### src/rtl/div_pkg.sv
// Shared types and defaults for the repeated-subtraction divider.
package div_pkg;

  localparam int unsigned DIV_WIDTH = 16;

  typedef enum logic [1:0] {
    S_IDLE,
    S_LDB,
    S_SUB,
    S_DONE
  } div_state_t;

endpackage

### src/rtl/div_repsub_if.sv
// Start/busy/done handshake plus shared operand bus and result bus of the divider.
interface div_repsub_if
  import div_pkg::*;
#(
  parameter int unsigned WIDTH = DIV_WIDTH
);

  logic             start;
  logic [WIDTH-1:0] data_in;
  logic             busy;
  logic             done;
  logic             div_by_zero;
  logic [WIDTH-1:0] quotient;
  logic [WIDTH-1:0] remainder;

  modport master (
    output start, data_in,
    input  busy, done, div_by_zero, quotient, remainder
  );

  modport slave (
    input  start, data_in,
    output busy, done, div_by_zero, quotient, remainder
  );

endinterface

### src/rtl/div_datapath.sv
// Remainder, divisor and quotient registers with the compare and zero-detect
// status bits consumed by the divider controller.
module div_datapath
  import div_pkg::*;
#(
  parameter int unsigned WIDTH = DIV_WIDTH
) (
  input  logic             clk,
  input  logic             rst_n,
  input  logic [WIDTH-1:0] data_i,
  input  logic             load_a_i,
  input  logic             load_b_i,
  input  logic             sub_i,
  output logic             ge_o,
  output logic             bz_o,
  output logic [WIDTH-1:0] rem_o,
  output logic [WIDTH-1:0] quo_o
);

  logic [WIDTH-1:0] r_q, r_d;
  logic [WIDTH-1:0] d_q, d_d;
  logic [WIDTH-1:0] q_q, q_d;

  always_comb begin
    // NOTE: hold values are assigned first so every path drives every signal; no latches.
    r_d = r_q;
    d_d = d_q;
    q_d = q_q;
    if (load_a_i) begin
      r_d = data_i;
      q_d = '0;
    end else if (sub_i) begin
      r_d = r_q - d_q;
      q_d = q_q + WIDTH'(1);
    end
    if (load_b_i) begin
      d_d = data_i;
    end
  end

  // NOTE: sequential state uses non-blocking assignments so all registers update together.
  always_ff @(posedge clk or negedge rst_n) begin
    if (!rst_n) begin
      r_q <= '0;
      d_q <= '0;
      q_q <= '0;
    end else begin
      r_q <= r_d;
      d_q <= d_d;
      q_q <= q_d;
    end
  end

  assign ge_o  = (r_q >= d_q);
  assign bz_o  = (data_i == '0);
  assign rem_o = r_q;
  assign quo_o = q_q;

endmodule

### src/rtl/div_repsub.sv
// Unsigned divider by repeated subtraction: controller FSM around div_datapath,
// one subtraction per clock, quotient counted in the datapath.
module div_repsub
  import div_pkg::*;
#(
  parameter int unsigned WIDTH = DIV_WIDTH
) (
  input logic          clk,
  input logic          rst_n,
  div_repsub_if.slave  bus
);

  div_state_t state_q, state_d;
  logic       err_q, err_d;
  logic       ge, bz;
  logic       load_a, load_b, sub_en;
  logic       busy, done;
  logic [WIDTH-1:0] rem, quo;

  div_datapath #(.WIDTH(WIDTH)) u_datapath (
    .clk      (clk),
    .rst_n    (rst_n),
    .data_i   (bus.data_in),
    .load_a_i (load_a),
    .load_b_i (load_b),
    .sub_i    (sub_en),
    .ge_o     (ge),
    .bz_o     (bz),
    .rem_o    (rem),
    .quo_o    (quo)
  );

  always_ff @(posedge clk or negedge rst_n) begin
    if (!rst_n) begin
      state_q <= S_IDLE;
    end else begin
      state_q <= state_d;
    end
  end

  always_comb begin
    state_d = state_q;
    unique case (state_q)
      S_IDLE: if (bus.start) state_d = S_LDB;
      S_LDB:  state_d = bz ? S_DONE : S_SUB;
      S_SUB:  if (!ge) state_d = S_DONE;
      S_DONE: state_d = S_IDLE;
      default: state_d = S_IDLE;
    endcase
  end

  always_comb begin
    load_a = (state_q == S_IDLE) && bus.start;
    load_b = (state_q == S_LDB);
    sub_en = (state_q == S_SUB) && ge;
    busy   = (state_q != S_IDLE);
    done   = (state_q == S_DONE);
  end

  // The error flag survives the done pulse and is only cleared by an accepted start.
  always_comb begin
    err_d = err_q;
    if (load_a) begin
      err_d = 1'b0;
    end else if (load_b && bz) begin
      err_d = 1'b1;
    end
  end

  always_ff @(posedge clk or negedge rst_n) begin
    if (!rst_n) begin
      err_q <= 1'b0;
    end else begin
      err_q <= err_d;
    end
  end

  assign bus.busy        = busy;
  assign bus.done        = done;
  assign bus.div_by_zero = err_q;
  assign bus.quotient    = quo;
  assign bus.remainder   = rem;

endmodule

### src/flat_wrapper.sv
// flat-port wrapper written by rule: the top's interface ports become plain ports
module div_repsub_flat import div_pkg::*;
#(
  parameter int unsigned WIDTH = DIV_WIDTH
)
  (clk, rst_n, bus_start, bus_data_in, bus_busy, bus_done, bus_div_by_zero, bus_quotient, bus_remainder);
  div_repsub_if #(.WIDTH(WIDTH)) bus_i ();
  input logic clk;
  input logic rst_n;
  input wire logic [$bits(bus_i.start)-1:0] bus_start;
  input wire logic [$bits(bus_i.data_in)-1:0] bus_data_in;
  output wire logic [$bits(bus_i.busy)-1:0] bus_busy;
  output wire logic [$bits(bus_i.done)-1:0] bus_done;
  output wire logic [$bits(bus_i.div_by_zero)-1:0] bus_div_by_zero;
  output wire logic [$bits(bus_i.quotient)-1:0] bus_quotient;
  output wire logic [$bits(bus_i.remainder)-1:0] bus_remainder;
  assign bus_i.start = bus_start;
  assign bus_i.data_in = bus_data_in;
  assign bus_busy = bus_i.busy;
  assign bus_done = bus_i.done;
  assign bus_div_by_zero = bus_i.div_by_zero;
  assign bus_quotient = bus_i.quotient;
  assign bus_remainder = bus_i.remainder;
  div_repsub #(.WIDTH(WIDTH)) u_core (.clk(clk), .rst_n(rst_n), .bus(bus_i));
endmodule
### config.mk
export PLATFORM = sky130hd
export DESIGN_NAME = div_repsub_flat
export DESIGN_NICKNAME = d
export VERILOG_FILES = /design/src/rtl/div_pkg.sv /design/src/rtl/div_repsub_if.sv /design/src/rtl/div_datapath.sv /design/src/rtl/div_repsub.sv /design/src/flat_wrapper.sv
export SDC_FILE = /design/constraint.sdc
export NUM_CORES = 1
export LEC_CHECK = 0
export CORE_ASPECT_RATIO = 2
export CORE_MARGIN = 8
export CORE_UTILIZATION = 30
export CTS_CLUSTER_DIAMETER = 30
export DETAILED_ROUTE_END_ITERATION = 16
export GPL_TIMING_DRIVEN = 0
export MAX_ROUTING_LAYER = met4
export PLACE_DENSITY = 0.5
export SETUP_SLACK_MARGIN = 0.05
export SLEW_MARGIN = 40
export SYNTH_ARGS = -nofsm -noshare
export SYNTH_HDL_FRONTEND = slang
export SYNTH_SLANG_ARGS = --single-unit
### constraint.sdc
create_clock -name clk -period 3.51 [get_ports clk]
set_clock_uncertainty 0.15 [all_clocks]
set_input_delay 0.351 -clock clk [delete_from_list [all_inputs] [get_ports clk]]
set_output_delay 0.351 -clock clk [all_outputs]
set_load 0.02 [all_outputs]
==> results of run 1 <==
-- how the worst max path moves through the flow --
stage,startpoint,slack [ps],to,cells past startpoint
finish,u_core.u_datapath.rem_o[0]$_DFFE_PN0P_,410,u_core.u_datapath.rem_o[0]$_DFFE_PN0P_,10
CTS,u_core.u_datapath.rem_o[0]$_DFFE_PN0P_,300,u_core.state_q[0]$_DFFE_PN0P_,11
detailed placement,u_core.u_datapath.rem_o[0]$_DFFE_PN0P_,350,u_core.state_q[0]$_DFFE_PN0P_,11
global route,u_core.u_datapath.rem_o[0]$_DFFE_PN0P_,100,u_core.state_q[0]$_DFFE_PN0P_,11
floorplan,u_core.u_datapath.rem_o[0]$_DFFE_PN0P_,630,u_core.state_q[0]$_DFFE_PN0P_,11
global placement,rst_n,170,u_core.u_datapath.d_q[13]$_DFFE_PN0P_,1
-- per-layer routing --
metal / up-vias / share of wire [%] / wire (um) / global-route usage (%)
met5: - / 0 / 0 / -
met2: 65 / 57 / 6250 / 28.2
met1: 1505 / 37 / 4040 / 14.7
met4: 0 / 3.4 / 378 / 8.69
met3: 19 / 3.0 / 333 / 2.21
li1: 1515 / - / - / -
-- worst max-delay path: stages, from the launching register on --
cell	delay [ps]
dfrtp_1	400
inv_1	90
ha_1	160
inv_1	50
fa_1	420
a211oi_1	370
o22ai_1	220
a32oi_4	350
a21oi_4	190
buf_2	270
a221o_1	310
-- metrics by stage --
step	setup slack [ps]	power, W	utilization, %	instance area [sq um]	instances
after floorplan	628	0.00315	-	3410	388
after global placement	169	0.00406	36.8	4120	583
after detailed placement	347	0.00408	36.9	4140	584
after CTS	304	0.00461	38.3	4290	592
after global routing	98.9	0.00500	38.4	4310	592
final	413	0.00458	38.4	4310	592
-- cells by family (layout without fill, tap and decap cells) --
logic type	Yosys count	after routing	synth area share, %
simple gates	139	139	19.0
compound gates	110	110	23.1
flops	51	51	37.4
buf+inv	42	104	5.57
fa+ha+maj	23	23	8.65
xor+xnor	13	13	3.33
mux	10	10	3.00
-- synth_stat cells (9+ instances only) --
cell      instances
a21oi_1          13
inv_1            24
xnor2_1          10
nor2_1           37
clkbuf_1          9
dfrtp_1          51
nand2_1          52
o21ai_0          31
a211oi_1          9
ha_1             22
-- flip-flops by register name, indices dropped and copies added (netlist names) --
signal,count
u_core.u_datapath.rem_o,16
u_core.u_datapath.d_q,16
u_core.state_q,2
u_core.bus.div_by_zero,1
u_core.u_datapath.quo_o,16
-- layout make-up --
type | instances | area, sq um | area share, %
multi-input cells | 295 | 1960 | 45.5
inverters | 24 | 90.1 | 2.09
clock buffers | 6 | 139 | 3.23
clock inverters | 1 | 5.00 | 0.116
plain buffers | 18 | 100 | 2.32
repair buffers | 55 | 558 | 13.0
flip-flops and latches | 51 | 1280 | 29.6
well taps | 142 | 178 | 4.13
-- what timing repair did --
| item | 4_1_cts | 5_1_grt |
|---|---|---|
| hold buffers | 1 | 0 |
| endpoints found under the setup margin | 0 | 4 |
| hold endpoints to repair | 12 | 0 |
| resized for setup | 0 | 1 |
-- where the power goes --
part / internal (W) / switching [W]
registers: 0.000805 / 0.000141
logic: 0.00128 / 0.00185
clock network: 0.000279 / 0.000224
total: 0.00237 / 0.00221
==> flow_summary.yaml, run 1 <==
synthesis:
  synthCells: 388
  synth_area_sq_mm: 0.00341
  synth-seq-area-share_pct: 37.4
  async_flop_share_pct: 100
  synth_warnings: 0
  synth_seq_cells: 51
  synth_top_area_share_pct: 37.4
  synth_top_area_cell: "dfrtp_1"
  synth_area_per_cell_sq_um: 8.80
  ys.flop_type: "dfrtp_1"
  syn_nets: 430
  synth_edf_count: 0
  synth.top_cells.by_area: "dfrtp_1 37%, ha_1 8.1%, nand2_1 5.7%, o21ai_0 4.5%, nor2_1 4.1%"
  ys_types: 54
critical_path:
  cp_max_fo: 10
  cp-start-kind: "flop"
  r2r_start: "u_core.u_datapath.rem_o[0]$_DFFE_PN0P_"
  ff2ff_path_depth: 10
  r2r-end: "u_core.u_datapath.rem_o[0]$_DFFE_PN0P_"
  crit_type: "flop to flop"
  reg2reg_slack_ps: 410
  cp.required_ps: 3540
  cp.arrival_ps: 3130
  critPathCaptureType: "flop"
power:
  powerDensity_mw_per_mm2: 1060
  leakagePower_nw: 1.87
  peakVddDrop_mv: 0.370
clock_tree:
  clkLatencyLatePin_ps: 290
  clockRootBuffer: "clkbuf_16"
  htree_levels: 2
  numCtsBuffers: 5
  clkTransAtPathRegs_ps: 70
  ctsLongestPathBuffers: 2
  cts_tree: "yes"
  clock-sinks: 51
  postCtsSetupBuffers: 0
grt:
  grt_pass1_wl_mm: 17.8
  grt_usage_pct: 15.4
  grt_start_max_net_pins: 40
  antenna_found_initial: 0
  grt_overflow: 0
  first_global_vias: 3398
timing:
  clock.fmax_ghz: 0.323
  period_minus_slack_ps: 3100
  slew_viol_final: 0
  relSlewSlack_pct: 53.8
  tns_ps: 0
  max_slew.worst_pin.slew_ps: 693
  finalCritPeriodShare_pct: 88.2
  setup_viol: 0
  whs_ps: 292
  finalHoldViolCount: 0
  rsz0062_at_grt: "no"
cells_and_area:
  fin_nets: 492
  drive_above_1_share_pct: 7.11
  fillers: 1129
  final_cell_mix: "52 x nand2_1, 52 x clkdlybuf4s50_1, 51 x dfrtp_1"
  antennaDiodeCount: 0
  syn_to_final_growth_pct: 26.1
floorplanning:
  io_pins: 54
  dieArea_sq_mm: 0.0153
  initial_core_util_pct: 30.4
  die_y_um: 167
  rows: 55
  die-width_um: 91.4
  core-area_sq_mm: 0.0112
place:
  port_buffers: 53
  gp_congestion: 0.912
  hpwlAfterDp_mm: 8.46
job:
  maxCapViolCount: 0
routing:
  wl_per_cell_um: 18.6
  route.detailed.drc: 0
  ant_nets: 0
  wl_mm: 11.0
  vias_per_cell: 5.24
  drtPass1Iterations: 5
  num_vias: 3104
  drt_iter0_markers: 151
run_status:
  status: "finished clean"
min_path:
  hold_class: "primary input to asynchronous set/reset pin"
Note: power is estimated with default switching activity, not from simulation.
==> run 2: changes to the inputs <==
Settings changed: CORE_UTILIZATION 30 to 35, HOLD_SLACK_MARGIN set to 0.15, PLACE_DENSITY 0.5 to 0.56, TNS_END_PERCENT set to 50.
==> flow_summary.yaml, run 2 (synthesized netlist as in run 1, its figures left out) <==
power:
  combinationalPowerShare_pct: 66.1
  p_sw_share_pct: 46.6
  peakVddDrop_mv: 0.420
  clockPowerShare_pct: 13.7
  leakagePower_nw: 1.89
  switching_power_w: 0.00219
  pwr-share-seq_pct: 20.2
  powerDensity_mw_per_mm2: 1080
  internal_power_w: 0.00250
grt:
  grt_overflow: 0
  grt_start_max_net_pins: 41
  first_global_vias: 3254
  antenna_found_initial: 0
  grt_pass1_wl_mm: 16.9
  grt_usage_pct: 17.0
clock_tree:
  htree_levels: 2
  numCtsBuffers: 5
  ctsLongestPathBuffers: 2
  clockRootBuffer: "clkbuf_16"
  clkLatencyLatePin_ps: 300
  clock-sinks: 51
  clkTransAtPathRegs_ps: 70
  cts_tree: "yes"
  postCtsSetupBuffers: 0
critical_path:
  critPathCaptureType: "flop"
  cp.arrival_ps: 3230
  cp.required_ps: 3540
  r2r-end: "u_core.state_q[0]$_DFFE_PN0P_"
  cp-start-kind: "flop"
  reg2reg_slack_ps: 310
  ff2ff_path_depth: 11
  cp_max_fo: 10
  r2r_start: "u_core.u_datapath.rem_o[0]$_DFFE_PN0P_"
  crit_type: "flop to flop"
timing:
  clock.fmax_ghz: 0.313
  setup_viol: 0
  worst_slack_ps: 312
  slew_viol_final: 0
  tns_ps: 0
  period_minus_slack_ps: 3200
  relSlewSlack_pct: 53.7
  max_slew.worst_pin.slew_ps: 694
  finalCritPeriodShare_pct: 91.1
  whs_ps: 286
  finalHoldViolCount: 0
  rsz0062_at_grt: "no"
routing:
  wl_per_cell_um: 18.3
  wl_mm: 10.7
  drt_iter0_markers: 151
  drtPass1Iterations: 4
  route.detailed.drc: 0
  ant_nets: 0
  vias_per_cell: 5.38
  num_vias: 3139
floorplanning:
  initial_core_util_pct: 35.4
  dieArea_sq_mm: 0.0134
  die_y_um: 156
  core-area_sq_mm: 0.00964
  rows: 51
  die-width_um: 85.8
  io_pins: 54
cells_and_area:
  antennaDiodeCount: 0
  fin_nets: 492
  syn_to_final_growth_pct: 26.7
  multi_input_area_sq_mm: 0.00195
  regArea_sq_mm: 0.00128
  fillers: 958
  final_cell_mix: "52 x nand2_1, 52 x clkdlybuf4s50_1, 51 x dfrtp_1"
  drive_above_1_share_pct: 7.10
min_path:
  hold_class: "primary input to asynchronous set/reset pin"
job:
  maxCapViolCount: 0
place:
  port_buffers: 53
  gp_congestion: 0.921
  place_ws_ps: 343
  hpwlAfterDp_mm: 8.17
run_status:
  status: "finished clean"
run 2: changes by cell type in the layout (fill, tap and decap cells not counted):
| cell | before | now |
|---|---|---|
| a32oi_4 | 1 | 0 |
| a32oi_2 | 0 | 1 |
| clkbuf_1 | 9 | 10 |
| clkbuf_8 | 1 | 0 |
| clkinv_2 | 1 | 0 |
| bufinv_16 | 0 | 2 |
run 2: metrics by stage:
step                      instances  instance area, sq um  util, %  power (W)
after floorplan                 388                  3410        -    0.00315
after global placement          573                  4110     42.7    0.00402
after detailed placement        574                  4130     42.8    0.00405
after CTS                       583                  4330     44.9    0.00472
after global routing            583                  4330     44.9    0.00504
final                           583                  4330     44.9    0.00469
run 2: area by class of cell:
class | instances | area share (%)
tap | 132 | 3.82
multi-input combinational | 295 | 45.0
timing repair buffer | 55 | 12.9
clock buffer | 6 | 2.98
sequential | 51 | 29.5
clock inverter | 2 | 1.39
buffer | 18 | 2.31
inverter | 24 | 2.08
run 2: worst max-delay path, cell delays in order, from the launching register on:
cell and delay [ps]:
dfrtp_1 410, inv_1 80, ha_1 160, inv_1 50
fa_1 420, a211oi_1 380, o22ai_1 200, a32oi_2 430
a21o_1 200, buf_6 170, nand2_4 60, o41a_1 370
run 2: timing repair:
action,in CTS,in global routing
gates resized for setup,0,0
hold buffers,1,0
hold endpoints to repair,51,0
run 2: how the worst max path moves through the flow:
stage                                           startpoint                                     to  slack (ps)  depth (start not counted)
detailed placement  u_core.u_datapath.rem_o[0]$_DFFE_PN0P_          u_core.state_q[0]$_DFFE_PN0P_         340                         11
finish              u_core.u_datapath.rem_o[0]$_DFFE_PN0P_          u_core.state_q[0]$_DFFE_PN0P_         310                         11
global placement                                     rst_n  u_core.u_datapath.d_q[13]$_DFFE_PN0P_         220                          1
global route        u_core.u_datapath.rem_o[0]$_DFFE_PN0P_          u_core.state_q[0]$_DFFE_PN0P_         140                         11
CTS                 u_core.u_datapath.rem_o[0]$_DFFE_PN0P_          u_core.state_q[0]$_DFFE_PN0P_         290                         11
floorplan           u_core.u_datapath.rem_o[0]$_DFFE_PN0P_          u_core.state_q[0]$_DFFE_PN0P_         630                         11
run 2: layer usage:
metal	routed length, um	up-vias	GRT usage (%)
li1	-	1525	-
met1	4130	1518	16.6
met2	5780	69	31.3
met3	301	27	2.11
met4	451	0	9.26
met5	0	-	-
run 2: power groups by stage:
stage,Combinational [W],Sequential (W),Clock (W)
final,0.00310,0.000948,0.000640
after global routing,0.00340,0.000974,0.000669
after CTS,0.00311,0.000953,0.000652
after detailed placement,0.00309,0.000964,0
after global placement,0.00307,0.000955,0
after floorplan,0.00210,0.00105,0
==> run 3: changes to the inputs <==
Settings changed: CTS_CLUSTER_DIAMETER 30 to 60.
==> results of run 3 <==
Final layout, timing and power as in run 2 (identical DEF).
